===== src/rtl/icon_scb_sched.sv =====
// rtl/icon_scb_sched.sv - slot-table sequencer driving the switch-control word of the icon tree
// Optional feature: define ICON_SCHED_SKIP_EN to skip slots whose entry-valid bit is clear.
module icon_scb_sched #(
  parameter int CHANS = 4,
  parameter int SLOTS = 8,
  localparam int STAGES = $clog2(4*CHANS),
  localparam int NODES  = 2*CHANS,
  localparam int SW     = $clog2(SLOTS)
) (
  input  logic                          i_clk,
  input  logic                          i_rst,
  input  logic                          i_cfg_we,
  input  logic [SW-1:0]                 i_cfg_addr,
  input  logic [STAGES-1:0][NODES-1:0]  i_cfg_scb,
  input  logic                          i_cfg_vld,
  input  logic [SW-1:0]                 i_period,
  input  logic                          i_start,
  input  logic                          i_stop,
  output logic [STAGES-1:0][NODES-1:0]  o_scb,
  output logic [SW-1:0]                 o_slot,
  output logic                          o_frame,
  output logic                          o_busy,
  output logic                          o_cfg_err
);

  typedef enum logic [1:0] {IDLE, RUN, STOPPING} state_t;
  typedef logic [STAGES-1:0][NODES-1:0] scb_t;

  state_t           state_q, state_d;
  scb_t             tbl_scb [SLOTS];
  logic [SLOTS-1:0] tbl_vld;
  logic             tbl_we;

  logic [SW-1:0]    period_q, period_d;
  logic [SW-1:0]    slot_d, next_slot, first_slot;
  logic             last_slot;
  scb_t             scb_d, first_word, next_word;
  logic             frame_d, busy_d, err_d;

  // Invalid entries always present an all-zero word, whether visited or not.
  assign first_word = tbl_vld[first_slot] ? tbl_scb[first_slot] : '0;
  assign next_word  = tbl_vld[next_slot]  ? tbl_scb[next_slot]  : '0;

`ifdef ICON_SCHED_SKIP_EN
  // Downward scans leave the lowest qualifying index; with no valid slot the frame collapses to slot 0.
  always_comb begin
    next_slot  = '0;
    last_slot  = 1'b1;
    first_slot = '0;
    for (int i = SLOTS-1; i >= 0; i--) begin
      if (tbl_vld[i] && (SW'(i) > o_slot) && (SW'(i) <= period_q)) begin
        next_slot = SW'(i);
        last_slot = 1'b0;
      end
      if (tbl_vld[i] && (SW'(i) <= i_period)) begin
        first_slot = SW'(i);
      end
    end
  end
`else
  assign next_slot  = o_slot + SW'(1);
  assign last_slot  = (o_slot == period_q);
  assign first_slot = '0;
`endif

  always_comb begin
    state_d  = state_q;
    period_d = period_q;
    slot_d   = o_slot;
    scb_d    = o_scb;
    frame_d  = 1'b0;
    busy_d   = o_busy;
    err_d    = 1'b0;
    tbl_we   = 1'b0;
    case (state_q)
      IDLE: begin
        tbl_we = i_cfg_we;
        slot_d = '0;
        scb_d  = '0;
        busy_d = 1'b0;
        if (i_start && !i_stop) begin
          state_d  = RUN;
          period_d = i_period;
          slot_d   = first_slot;
          scb_d    = first_word;
          frame_d  = 1'b1;
          busy_d   = 1'b1;
        end
      end
      RUN, STOPPING: begin
        err_d = i_cfg_we;
        if (last_slot) begin
          // A stop seen on the last slot of a frame has nothing left to finish.
          if (state_q == STOPPING || i_stop) begin
            state_d = IDLE;
            slot_d  = '0;
            scb_d   = '0;
            busy_d  = 1'b0;
          end else begin
            period_d = i_period;
            slot_d   = first_slot;
            scb_d    = first_word;
            frame_d  = 1'b1;
          end
        end else begin
          slot_d = next_slot;
          scb_d  = next_word;
          if (i_stop) state_d = STOPPING;
        end
      end
      default: state_d = IDLE;
    endcase
  end

  always_ff @(posedge i_clk or posedge i_rst) begin
    if (i_rst) begin
      state_q   <= IDLE;
      period_q  <= '0;
      o_scb     <= '0;
      o_slot    <= '0;
      o_frame   <= 1'b0;
      o_busy    <= 1'b0;
      o_cfg_err <= 1'b0;
      tbl_vld   <= '0;
      for (int i = 0; i < SLOTS; i++) tbl_scb[i] <= '0;
    end else begin
      state_q   <= state_d;
      period_q  <= period_d;
      o_scb     <= scb_d;
      o_slot    <= slot_d;
      o_frame   <= frame_d;
      o_busy    <= busy_d;
      o_cfg_err <= err_d;
      if (tbl_we) begin
        tbl_vld[i_cfg_addr] <= i_cfg_vld;
        tbl_scb[i_cfg_addr] <= i_cfg_scb;
      end
    end
  end

endmodule


===== config.mk =====
export PLATFORM = sky130hd
export DESIGN_NAME = icon_scb_sched
export DESIGN_NICKNAME = d
export VERILOG_FILES = /design/src/rtl/icon_scb_sched.sv
export SDC_FILE = /design/constraint.sdc
export NUM_CORES = 1
export LEC_CHECK = 0
export ABC_CLOCK_PERIOD_IN_PS = 13800
export CAP_MARGIN = 20
export CORE_UTILIZATION = 40
export DETAILED_ROUTE_END_ITERATION = 10
export SYNTH_ARGS = -nofsm -noshare
export SYNTH_HDL_FRONTEND = slang
export SYNTH_SLANG_ARGS = --single-unit

===== constraint.sdc =====
create_clock -name i_clk -period 13.8 [get_ports i_clk]
set_input_delay 2.07 -clock i_clk [delete_from_list [all_inputs] [get_ports i_clk]]
set_output_delay 2.07 -clock i_clk [all_outputs]
set_load 0.01 [all_outputs]

Word level (Yosys, flattened, before mapping):

Index checks and enable logic that the tools add are counted.

* bits in registers: 307
* logic and storage cells: 109

* eq/ne operators: 9
* order comparisons: 6
* bitwise operators: 2
* multiplexer cells: 37
* add/sub/neg operators: 1
* reduce and logical (&&, ||, !) cells: 11

Operator list (number)
* $bwmux W256: 1
* $mux W32: 8
* $bmux W32 S3: 1
* $demux W32 S3: 1
* $pmux W32 S2: 1
* $mux W3: 4
* $pmux W3 S2: 2
* $mux W1: 9
* $bwmux W8: 1
* $ge A4 B4 Y1 const B: 2
* $lt A3 B4 Y1 const B: 2
* $mux W2: 4
* $ne A2 B2 Y1 const B: 4
* $not A3 Y4: 2
* $ne A3 B3 Y1 const B: 2
* $reduce_and A3 Y1: 2
* $lt A4 B1 Y1 const B: 1
* $pmux W1 S2: 2
* $pmux W2 S2: 1
* $reduce_and A4 Y1: 1
* $add A3 B1 Y3 const B: 1
* $bmux W1 S3: 1
* $demux W1 S3: 1
* $eq A3 B3 Y1: 1
* other kinds (9): 11

Longest topological paths before layout:

* word-level depth: 8
* mapped depth: 9

Worst setup path after synthesis:

OpenSTA, ideal clock, no wires.

* path type: input to register
* start point: input i_cfg_addr[1]
* end point: register tbl_scb[224] in the netlist's numbering
* cell stages on the path: 5
* arrival: 3.162 ns
* required time: 13.675 ns
* library setup time: 0.125 ns
* path slack: 10.513 ns
* path through: nand3b_1 -> or3_1 -> clkbuf_1 -> buf_2 -> mux2_2

* longest elaborated chain between the ends: 6

Ends and longest elaborated chain
* start: declaration: line 13 `input logic [SW-1:0] i_cfg_addr,`
* $not A3 Y4 (not written as such) *: line 136 `tbl_scb[i_cfg_addr] <= i_cfg_scb;`
* $ge A4 B4 Y1 (not written as such) or $lt A4 B1 Y1 (tied branches): line 136
* $logic_and A1 B1 Y1 (not written as such): line 136
* $mux W32 (not written as such): line 136
* $demux W32 S3 *: line 136
* $bwmux W256 *: line 136
* end signal: indexed assignment: line 136
* end: declaration: line 30 `scb_t tbl_scb [SLOTS];`

Mark *: on every way between the ends. The rest lies on a longest branch, timed or not.
A chain may end at the register's enable or synchronous reset.

Worst setup path in the final report:

* start point: register o_slot[0]
* end point: output o_slot[0]

RTL lines
* start: declaration: line 20 `output logic [SW-1:0] o_slot,`
* start signal: assignment: line 130 `o_slot <= slot_d;`

No word-level cell between the ends.

==> metrics.txt <==
# clock sinks=~310; Worst Setup Slack, final=9.64 ns; CTS resizes=0; fin crit share=0.301; post-DR wirelength/cell=around 21 um; ANT nets after route=0; Setup WS pre-CTS=between 9 and 10 ns; Final setup viols=0; Reg-to-Reg Start=o_slot[0]; share of flip-flops with an asynchronous set or reset=1.00; final-stage net count=1,080; min-delay worst type=reg -> reg; crit end category=output port; YS warnings=0; Setup Total Neg Slack=0 ns; worst vdd ir=86.6 uV; post-synth top area share=0.546; Synth Area per Inst=14.6 sq um; worst path bufs/invs=1; clk_skew=0.0103 ns; Slew HR=0.268; Crit path largest cell delay=0.91 ns; Achievable Freq=0.241 GHz; HPWL Detailed=17.8 mm; core footprint=between 30,000 and 40,000 sq um; H-tree depth=2; Root Buffer Master=clkbuf_16; WHS Path Cells=1; gr usage total=0.185; sequential cell area fraction in the yosys report=0.546; Worst Path Arrival=2.09 ns; measured slew at the worst slew-check pin=between 1 and 1.5 ns; Synth Register Bits=307; Final Power=0.00362 W; Slew Limit Fails=0; RSZ-0062 raised after global routing=no; Critical Path RT=11.73 ns; Min-Delay Endpoint=tbl_scb[166]; Vias=8,199; cell taking the most area after synthesis=dfrtp_1; largest net degree at the start of global routing=180; vias in the first global route=8,771; share of cells above drive strength 1=0.484; I/O Buffers=81; number of synthesized flops with an enable pin=0; placed cell count=1,450; CTS tree=built; ys flop type=dfrtp_1; leading cell types by total area after synthesis=dfrtp_1, mux2_2, a22oi_2; Setup CP Type=reg -> out; routed wire length=32.1 mm; first-pass GRT wire length=51.6 mm; Post-synth top cells=mux2_2, dfrtp_1, buf_2; vias per inst=5.42; TritonCTS Buffers=35; First DRT Iteration DRCs=421; Worst path slowest cell=dfrtp_4; gp weighted congestion=0.713; Clock Latency Late Sink=0.51 ns; initial antenna violation count=0; row count=68; Die Wd=190 um; hold_sp=tbl_scb[166]; number of distinct library cells after synthesis=34; count leader, synth=mux2_2; die area=35,900 sq um; Crit Path Max Fanout=47; Pwr per Cell Area=221 nW/um^2; Mapped Cells=~970; Reg-to-Reg End=o_scb[13]; worst-path cell chain=clkdlybuf4s50_1; startpoint types=flop; Top delay family on crit path=flip-flops; minimum clock period=4.16 ns; Overflow after GRT=0; Final Non-Filler Cells=between 1.5k and 2k; Reg2Reg Setup Slack=10.37 ns; area added between synthesis and finish=16.4%; hold buffer count at cts=0; num ports=82; # diodes=0; Initial Util=0.407; Final Hold Viols=0; status=completed; leakage power=about 6.7 nW; drc violations=0; number of detailed-route iterations in the first pass=4; Worst-path clk slew=0.06 ns; die height=~190 um; Cell Area, Synth=14,100 sq um; R2R depth=6; number of max-cap violations=0; Synth Net Count=1,013; clock buffer depth=3; post-CTS setup repair buffer count=0
==> sequential cells by signal, summed over array words and instances, names as in the netlist <==
signal,flops
tbl_vld,8
state_q,2
o_frame,1
tbl_scb,256
o_cfg_err,1
o_scb,32
period_q,3
o_busy,1
o_slot,3
==> layer usage <==
layer	vias up	wire, um	GRT usage
li1	3724	-	-
met1	4307	15100	0.257
met2	131	15500	0.306
met3	37	1020	0.0275
met4	0	470	0.0388
met5	-	0	0
==> layout make-up <==
cell class / instances / area [sq um]
clock buffers: 51 / 1040
clock inverters: 11 / 55.1
fillers: 3101 / 18200
inverters: 9 / 41.3
multi-input cells: 582 / 6040
flip-flops and latches: 307 / 7690
well taps: 455 / 569
repair buffers: 97 / 943
==> stage by stage <==
stage | util | hold WS (ns) | instance area (sq um)
4_1_cts | 0.474 | 0.498 | 16400
2_1_floorplan | - | 0.459 | 14100
3_3_place_gp | 0.442 | 0.468 | 15300
3_5_place_dp | 0.442 | 0.484 | 15300
5_1_grt | 0.474 | 0.509 | 16400
6_report | 0.474 | 0.493 | 16400
==> how the worst max path moves through the flow <==
stage	start	slack, ns	cells after the start	end
after global routing	o_slot[0]	9.55	1	o_slot[0]
after detailed placement	i_cfg_addr[1]	9.33	4	tbl_scb[236]
after floorplan	i_rst	3.24	1	o_busy
final	o_slot[0]	9.64	1	o_slot[0]
after global placement	i_cfg_addr[1]	9.34	4	tbl_scb[226]
after CTS	o_slot[0]	9.58	1	o_slot[0]
==> placed cells by master (no fill, tap or decap), types with 4 or more instances in the layout <==
master and n:
a221o_1 32, o21ai_0 5, buf_4 15, a22oi_1 33
clkdlybuf4s50_1 81, clkbuf_16 37, clkbuf_1 8, xnor2_1 4
nand2_1 7, nor2_4 6, dfrtp_1 306, clkbuf_8 6
clkinv_2 11, inv_1 8, a22oi_2 31, nor2_1 4
mux2_2 394, a21oi_1 32
==> cells by family after synthesis <==
group,share of synthesized area
AOI/OAI and AO/OA,0.0867
muxes,0.321
adders and majority gates,0.00356
buffers and inverters,0.0293
DFF,0.546
xor gates and xnor gates,0.00249
and+or+nand+nor,0.0113
==> power by group <==
part | switching, W | total, W | leakage [nW] | internal, W
Clock | 0.000362 | 0.000884 | 0.552 | 0.000522
Sequential | 0.000226 | 0.00154 | 3.77 | 0.00132
Combinational | 0.000494 | 0.00119 | 2.38 | 0.000699
Total | 0.00108 | 0.00362 | 6.69 | 0.00254
Power figures use the tool's default switching activity.
